### config.mk
export PLATFORM = sky130hd
export DESIGN_NAME = fir_out_stage
export DESIGN_NICKNAME = d
export VERILOG_FILES = /design/src/rtl/fir_out_stage.sv
export SDC_FILE = /design/constraint.sdc
export NUM_CORES = 1
export LEC_CHECK = 0
export CAP_MARGIN = 15
export CORE_ASPECT_RATIO = 2
export CORE_MARGIN = 2
export CORE_UTILIZATION = 39
export DETAILED_ROUTE_END_ITERATION = 12
export DONT_BUFFER_PORTS = 1
export PLACE_DENSITY = 0.58
export SYNTH_ARGS = -nofsm -noshare
export SYNTH_HDL_FRONTEND = slang
export SYNTH_SLANG_ARGS = --single-unit
### constraint.sdc
create_clock -name clk -period 4.59 [get_ports clk]
set_clock_uncertainty 0.05 [all_clocks]
set_input_delay 0.459 -clock clk [delete_from_list [all_inputs] [get_ports clk]]
set_output_delay 0.459 -clock clk [all_outputs]
set_load 0.005 [all_outputs]
### src/rtl/fir_out_stage.sv
// fir_out_stage
// Output stage behind the FIR core. It detects each new filtered sample on
// the rising edge of valid_in and keeps one sample in every decim+1. Each kept
// sample gets a saturating power-of-two gain and is written into a
// first-word-fall-through FIFO, which is drained over a valid/ready stream.
//
// Ports
//   clk       in   fast clock shared with the FIR core
//   rstn      in   asynchronous active-low reset
//   valid_in  in   FIR core valid_out; a rising edge marks a new sample
//   data_in   in   FIR core output sample, signed
//   decim     in   keep 1 of every decim+1 samples (0 keeps all)
//   gain      in   left shift 0..3 with saturation
//   clr_ovf   in   clears overflow at the next edge (a same-cycle drop wins)
//   m_valid   out  FIFO head valid
//   m_ready   in   consumer accepts the head word when m_valid is also high
//   m_data    out  FIFO head word
//   level     out  FIFO occupancy
//   overflow  out  sticky flag: a kept sample was dropped on a full FIFO
//   out_count out  number of samples written to the FIFO, wraps at 16 bits
module fir_out_stage #(
  parameter int DATA_WIDTH = 16,
  parameter int DEPTH      = 8
) (
  input  logic                         clk,
  input  logic                         rstn,
  input  logic                         valid_in,
  input  logic [DATA_WIDTH-1:0]        data_in,
  input  logic [3:0]                   decim,
  input  logic [1:0]                   gain,
  input  logic                         clr_ovf,
  output logic                         m_valid,
  input  logic                         m_ready,
  output logic [DATA_WIDTH-1:0]        m_data,
  output logic [$clog2(DEPTH):0]       level,
  output logic                         overflow,
  output logic [15:0]                  out_count
);

  localparam int PW = $clog2(DEPTH);
  localparam int LW = PW + 1;

  // The shift is done at DATA_WIDTH+3 bits, so a gain of up to 3 cannot lose
  // bits. The result is in range when the top four bits all equal the sign bit.
  function automatic logic signed [DATA_WIDTH-1:0] sat_gain(
    input logic signed [DATA_WIDTH-1:0] x,
    input logic        [1:0]            sh
  );
    logic signed [DATA_WIDTH+2:0] p;
    logic signed [DATA_WIDTH-1:0] r;
    p = {{3{x[DATA_WIDTH-1]}}, x};
    p = p <<< sh;
    if (p[DATA_WIDTH+2:DATA_WIDTH-1] == {4{p[DATA_WIDTH+2]}})
      r = p[DATA_WIDTH-1:0];
    else if (p[DATA_WIDTH+2])
      r = {1'b1, {(DATA_WIDTH-1){1'b0}}};
    else
      r = {1'b0, {(DATA_WIDTH-1){1'b1}}};
    return r;
  endfunction

  logic                         vin_q;
  logic [3:0]                   dcnt;
  logic [PW-1:0]                wr_ptr;
  logic [PW-1:0]                rd_ptr;
  logic signed [DATA_WIDTH-1:0] mem [DEPTH];

  logic                         event_p0;
  logic                         keep_p0;
  logic                         push_p0;
  logic                         pop_p0;
  logic                         full_p0;
  logic                         wr_en_p0;
  logic                         drop_p0;
  logic signed [DATA_WIDTH-1:0] din_p0;
  logic signed [DATA_WIDTH-1:0] gained_p0;

  // ---- stage p0: event detect, decimation select, gain (combinational) ----
  assign din_p0    = data_in;
  assign event_p0  = valid_in & ~vin_q;
  assign keep_p0   = (dcnt == 4'd0);
  assign push_p0   = event_p0 & keep_p0;
  assign pop_p0    = m_valid & m_ready;
  assign full_p0   = (level == LW'(DEPTH));
  // When the FIFO is full, a pop in the same cycle frees the slot being written.
  assign wr_en_p0  = push_p0 & (~full_p0 | pop_p0);
  assign drop_p0   = push_p0 & full_p0 & ~pop_p0;
  assign gained_p0 = sat_gain(din_p0, gain);

  // ---- stage p1: FIFO storage and control state (registered) ----
  always_ff @(posedge clk or negedge rstn) begin
    if (!rstn) begin
      vin_q     <= 1'b0;
      dcnt      <= 4'd0;
      wr_ptr    <= '0;
      rd_ptr    <= '0;
      level     <= '0;
      overflow  <= 1'b0;
      out_count <= 16'd0;
    end else begin
      vin_q <= valid_in;
      // Comparing with >= also resets a counter that is above a newly lowered decim.
      if (event_p0)
        dcnt <= (dcnt >= decim) ? 4'd0 : dcnt + 4'd1;
      if (wr_en_p0) begin
        wr_ptr    <= wr_ptr + PW'(1);
        out_count <= out_count + 16'd1;
      end
      if (pop_p0)
        rd_ptr <= rd_ptr + PW'(1);
      if (wr_en_p0 && !pop_p0)
        level <= level + LW'(1);
      else if (pop_p0 && !wr_en_p0)
        level <= level - LW'(1);
      if (drop_p0)
        overflow <= 1'b1;
      else if (clr_ovf)
        overflow <= 1'b0;
    end
  end

  // The data array is not reset; occupancy alone decides what is valid.
  always_ff @(posedge clk) begin
    if (wr_en_p0)
      mem[wr_ptr] <= gained_p0;
  end

  // ---- output: fall-through head of the FIFO ----
  assign m_valid = (level != '0);
  assign m_data  = mem[rd_ptr];

endmodule
==> results.sh, run 1 <==
export IMPL_status="finished, final reports clean"
export IMPL_routed_wl_um=14400
export IMPL_vias=3647
export IMPL_synth_main_ff_cell="edfxtp_1"
export IMPL_antenna_found_initial=0
export IMPL_antenna_left=0
export IMPL_post_drt_wl_per_cell_um=21.8
export IMPL_yosysSeqAreaShare_pct=65.8
export IMPL_hp_class="input pin to flop"
export IMPL_syn_to_final_growth_pct=13.9
export IMPL_multi_input_area_mm2=0.00227
export IMPL_powerDensity_mw_per_mm2=549
export IMPL_rsz0062_at_grt="no"
export IMPL_rows=69
export IMPL_antenna_cells=0
export IMPL_numCtsBuffers=17
export IMPL_cp_data_required_time_ns=4.08
export IMPL_hpwl_um=9550
export IMPL_synthDistinctLibCells=46
export IMPL_end_kind="output port"
export IMPL_regArea_mm2=0.00465
export IMPL_nNetsFinal=474
export IMPL_finalCriticalPeriod_ns=3.09
export IMPL_drive_gt1_share_pct=25.1
export IMPL_ys_ff_latch=160
export IMPL_grt_max_degree=35
export IMPL_clk_latency_ns=0.42
export IMPL_die_w_um=99.1
export IMPL_io_pins=65
export IMPL_htree_levels=4
export IMPL_core_area_mm2=0.0178
export IMPL_fillers=1528
export IMPL_initial_core_util_pct=39.7
export IMPL_maxSlewViolCount=0
export IMPL_die_area_mm2=0.0193
export IMPL_final_hold_viol_count=0
export IMPL_yosys_warnings=0
export IMPL_holdWs_ns=0.0834
export IMPL_ir_worst_vdd_mv=0.344
export IMPL_drt_vias_per_instance=5.53
export IMPL_grt_usage_pct=15.8
export IMPL_drv_cap=0
export IMPL_async_flop_share_pct=20.0
export IMPL_synth_avg_cell_area_um2=16.6
export IMPL_cts_sinks=160
export IMPL_cts_root_buf="clkbuf_16"
export IMPL_fmax_ghz=0.323
export IMPL_synth_area_mm2=0.00706
export IMPL_grt_pass1_vias=3870
export IMPL_critPathKind="flop to output port"
export IMPL_routabilityCongestion=0.735
export IMPL_synthCells=426
export IMPL_grt_pass1_wl_um=22500
export IMPL_die_h_um=194
export IMPL_worst_ep_arrival_time_ns=2.59
export IMPL_cts_resized=0
export IMPL_cts_tree="yes"
export IMPL_slew_headroom_pct=30.4
export IMPL_power_leakage_nw=2.84
export IMPL_fin_crit_sh_pct=67.4
export IMPL_synth_edf_count=128
export IMPL_cts_buffer_depth=2
export IMPL_overflow=0
export IMPL_drt_initial_drc_count=176
export IMPL_path_clk_slew_ns=0.06
export IMPL_cp_max_fo=23
export IMPL_finalSetupViolations=0
export IMPL_dr_pass1_iters=4
export IMPL_tns_ns=0
export IMPL_drc=0
export IMPL_synthesis_nets=466
export IMPL_cp_start_kind="flop"
export IMPL_tightestPinTransition_ns=1.03
export IMPL_io_buffers=0
per-layer routing:
metal / wire [um] / up-vias / global-route usage, %
li1: - / 1665 / -
met1: 5180 / 1878 / 17.1
met2: 8040 / 85 / 28.2
met3: 875 / 19 / 4.87
met4: 281 / 0 / 6.24
met5: 0 / - / 0
worst paths after layout:
path | start | end | slack, ns | depth (start not counted)
min in group asynchronous | rstn | out_count[4] | 0.44 | 2
worst min-delay path | data_in[15] | mem[7][15] | 0.08 | 0
max in group asynchronous | rstn | rd_ptr[0] | 3.86 | 2
worst max register to register | level[0] | level[3] | 1.56 | 9
worst min register to register | out_count[5] | out_count[5] | 0.47 | 1
worst max-delay path | rd_ptr[0] | m_data[13] | 1.50 | 3
cell type report:
type | instances | share of cell area, %
multi-input combinational | 225 | 28.2
clock buffer | 20 | 5.68
sequential | 160 | 57.8
timing repair buffer | 12 | 1.34
tap | 213 | 3.31
inverter | 18 | 0.840
clock inverter | 12 | 2.83
per-stage QoR:
| stage | power (mW) | cell area, um^2 | setup slack (ns) | utilization [%] | cells |
|---|---|---|---|---|---|
| after floorplan | 2.62 | 7060 | 1.17 | - | 426 |
| after global placement | 2.83 | 7320 | 1.63 | 41.1 | 625 |
| after detailed placement | 2.86 | 7320 | 1.57 | 41.1 | 625 |
| after CTS | 4.49 | 8040 | 1.37 | 45.2 | 660 |
| after global routing | 4.63 | 8040 | 1.28 | 45.2 | 660 |
| final | 4.42 | 8040 | 1.50 | 45.2 | 660 |
cells in the final DEF (no fill, tap or decap), types with 2 or more instances in the layout:
cell,instances
o21ai_0,19
inv_1,18
nor2_1,8
nand2b_1,4
and3_1,3
clkbuf_8,2
xnor2_1,19
dlygate4sd3_1,2
buf_4,9
nand4_1,5
inv_6,3
mux4_2,32
and2_1,4
a21o_1,3
bufinv_16,6
dfrtp_1,30
xor2_1,2
nor3_1,6
clkbuf_16,17
o31ai_1,3
edfxtp_1,128
and4_1,2
nand3_1,9
mux2i_1,23
dfrtp_2,2
ha_1,12
nand3_2,3
mux2_2,22
nor3b_2,3
nand2_1,20
nor2b_1,2
a21oi_1,3
where the power goes:
| group | internal, mW | switching [mW] |
|---|---|---|
| clock | 1.05 | 0.558 |
| combinational | 0.518 | 0.349 |
| sequential | 1.67 | 0.270 |
flip-flops by register name, indices dropped and copies added, names as in the netlist:
name	cells
level	4
wr_ptr	3
out_count	16
vin_q	1
dcnt	4
mem	128
rd_ptr	3
overflow	1
cell usage after synthesis (8+ instances only):
library cell  count  area (um^2)
o21ai_0          19         95.1
mux2i_1          23          230
nand2_1          20         75.1
mux4_2           32          721
inv_1            18         67.6
dfrtp_1          32          801
mux2_2           22          248
clkbuf_1         11         41.3
ha_1             12          150
nor2_1            8         30.0
nand3_1           9         45.0
xnor2_1          19          166
edfxtp_1        128         3840
critical path, stage by stage (launching register included):
cell	delay, ns
dfrtp_2	0.89
buf_4	0.41
mux4_2	0.55
mux2_2	0.31
repair_timing:
item                                    4_1_cts  5_1_grt
hold buffers                                  3        0
endpoints found under the setup margin        0        0
hold endpoints to repair                     33        0
buffers inserted                              0        0
cells by family after synthesis:
kind of cell             share of synthesized area, %
AO/OA/AOI/OAI                                    3.28
XOR/XNOR                                         2.61
flip-flops                                       65.8
adder cells (fa/ha/maj)                          2.41
buffers and inverters                            2.64
AND/OR/NAND/NOR                                  6.28
multiplexers                                     17.0
No activity file was read; power rests on OpenSTA's default activity.
==> run 2, diff against run 1 <==
==> constraint.sdc (replaced) <==
create_clock -name clk -period 3 [get_ports clk]
set_clock_uncertainty 0.05 [all_clocks]
set_input_delay 0.3 -clock clk [delete_from_list [all_inputs] [get_ports clk]]
set_output_delay 0.3 -clock clk [all_outputs]
set_load 0.005 [all_outputs]
==> run 2 against run 1 <==
Sequential cell count unchanged; power increased by 47%; die area unchanged; critical path type is now flop to flop; cell area increased by 0.31%; hold slack got worse by 0.036 ns; critical path depth increased by 6.
==> results.sh, run 2 (same netlist as run 1, synthesis figures left out) <==
export IMPL_dr_pass1_iters=4
export IMPL_drv_cap=0
export IMPL_drt_vias_per_instance=5.49
export IMPL_io_pins=65
export IMPL_rsz0062_at_grt="no"
export IMPL_htree_levels=4
export IMPL_numCtsBuffers=17
export IMPL_clk_latency_ns=0.42
export IMPL_cp_start_kind="flop"
export IMPL_core_area_mm2=0.0178
export IMPL_grt_max_degree=33
export IMPL_layout_common_cells="edfxtp_1 (128), mux4_2 (32), dfrtp_1 (31)"
export IMPL_final_core_util_pct=45.4
export IMPL_antenna_found_initial=0
export IMPL_post_drt_wl_per_cell_um=22.0
export IMPL_finalSetupViolations=0
export IMPL_final_common_cell="edfxtp_1"
export IMPL_postCtsSetupBuffers=0
export IMPL_drive_gt1_share_pct=26.4
export IMPL_overflow=0
export IMPL_power_leakage_nw=2.85
export IMPL_tns_ns=0
export IMPL_initial_core_util_pct=39.7
export IMPL_cts_buffer_depth=2
export IMPL_finalCriticalPeriod_ns=2.80
export IMPL_vias=3684
export IMPL_critPathKind="flop to flop"
export IMPL_cts_root_buf="clkbuf_16"
export IMPL_min_path_cells=2
export IMPL_end_kind="flop"
export IMPL_fmax_ghz=0.357
export IMPL_power_mw=6.51
export IMPL_largest_register_ffs=128
export IMPL_tightestPinTransition_ns=0.959
export IMPL_path_clk_slew_ns=0.06
export IMPL_cts_tree="yes"
export IMPL_cts_sinks=160
export IMPL_slew_headroom_pct=35.5
export IMPL_cp_max_fo=5
export IMPL_grt_usage_pct=16.2
export IMPL_die_area_mm2=0.0193
export IMPL_fin_crit_sh_pct=93.3
export IMPL_final_hold_viol_count=0
export IMPL_min_delay_start="m_ready"
export IMPL_routed_wl_um=14800
export IMPL_grt_pass1_vias=4065
export IMPL_hold_path_end="rd_ptr[0]"
export IMPL_drt_initial_drc_count=193
export IMPL_routabilityCongestion=0.740
export IMPL_largest_register="mem"
export IMPL_antenna_cells=0
export IMPL_worst_ep_arrival_time_ns=3.04
export IMPL_ir_worst_vdd_mv=0.485
export IMPL_r2r_start="level[0]"
export IMPL_antenna_left=0
export IMPL_r2r_slack_ns=0.20
export IMPL_rows=69
export IMPL_cp_data_required_time_ns=3.24
export IMPL_hpwl_um=9540
export IMPL_hp_class="input pin to flop"
export IMPL_grt_pass1_wl_um=22900
export IMPL_reg2reg_depth=9
export IMPL_status="finished, final reports clean"
export IMPL_reg_largest_list="mem x128, out_count x16"
export IMPL_die_h_um=194
export IMPL_die_w_um=99.1
export IMPL_maxSlewViolCount=0
export IMPL_drc=0
export IMPL_nNetsFinal=485
export IMPL_rr_endpoint="level[3]"
export IMPL_powerDensity_mw_per_mm2=807
export IMPL_io_buffers=0
export IMPL_syn_to_final_growth_pct=14.3
[run 2: cell count changes in the layout (fill, tap and decap cells not counted), sizes merged]
cell         delta
buf             +7
dlygate4sd3     +4
bufinv          -4
inv             -2
clkinv          +5
clkinvlp        +1
[run 2: power breakdown]
group,internal (mW),switching (mW)
Sequential,2.55,0.175
Clock,1.29,0.859
Combinational,0.829,0.796
Total,4.68,1.83
[run 2: metal layers]
metal,wire length [um],GRT usage [%],vias to the layer above
li1,-,-,1682
met1,5040,16.5,1888
met2,8490,30.3,95
met3,953,4.97,19
met4,275,6.04,0
met5,0,0,-
[run 2: through the flow]
| step | setup slack, ns | instance area (um^2) | hold WS, ns | instances |
|---|---|---|---|---|
| 3_3_place_gp | 0.267 | 7380 | -0.0443 | 632 |
| 3_5_place_dp | 0.114 | 7380 | -0.0446 | 632 |
| 4_1_cts | 0.109 | 8060 | 0.0280 | 671 |
| 5_1_grt | 0.0191 | 8070 | 0.0598 | 671 |
| 2_1_floorplan | 0.0889 | 7080 | -0.0456 | 426 |
| 6_report | 0.200 | 8070 | 0.0470 | 671 |
[run 2: final cells by class]
cell class / count / area [um^2]
Timing Repair Buffer: 23 / 200
Clock inverter: 12 / 134
Clock buffer: 20 / 467
Sequential cell: 160 / 4650
Fill cell: 1537 / 9720
Tap cell: 213 / 267
Inverter: 18 / 67.6
Multi-Input combinational cell: 225 / 2290
[run 2: critical path: stages (launching register included)]
cell and delay [ns]:
dfrtp_1 0.46, or3_4 0.41, nand2b_1 0.20, nand2_1 0.16, ha_2 0.24, inv_1 0.11, ha_1 0.29, a21o_1 0.22
a2111oi_2 0.40, o31ai_1 0.13
[run 2: worst max path at each step]
| stage | cells past startpoint | startpoint | endpoint |
|---|---|---|---|
| 2_1_floorplan | 8 | dcnt[0] | mem[4][0] |
| 3_3_place_gp | 9 | level[1] | level[3] |
| 3_5_place_dp | 9 | level[1] | level[3] |
| 4_1_cts | 9 | level[0] | level[3] |
| 5_1_grt | 9 | level[1] | level[3] |
| 6_report | 9 | level[0] | level[3] |
[run 2: repair_timing]
item,CTS,global route
hold endpoints to repair,43,0
hold buffers,7,0
setup endpoints to repair,0,1
gates resized for setup,0,3
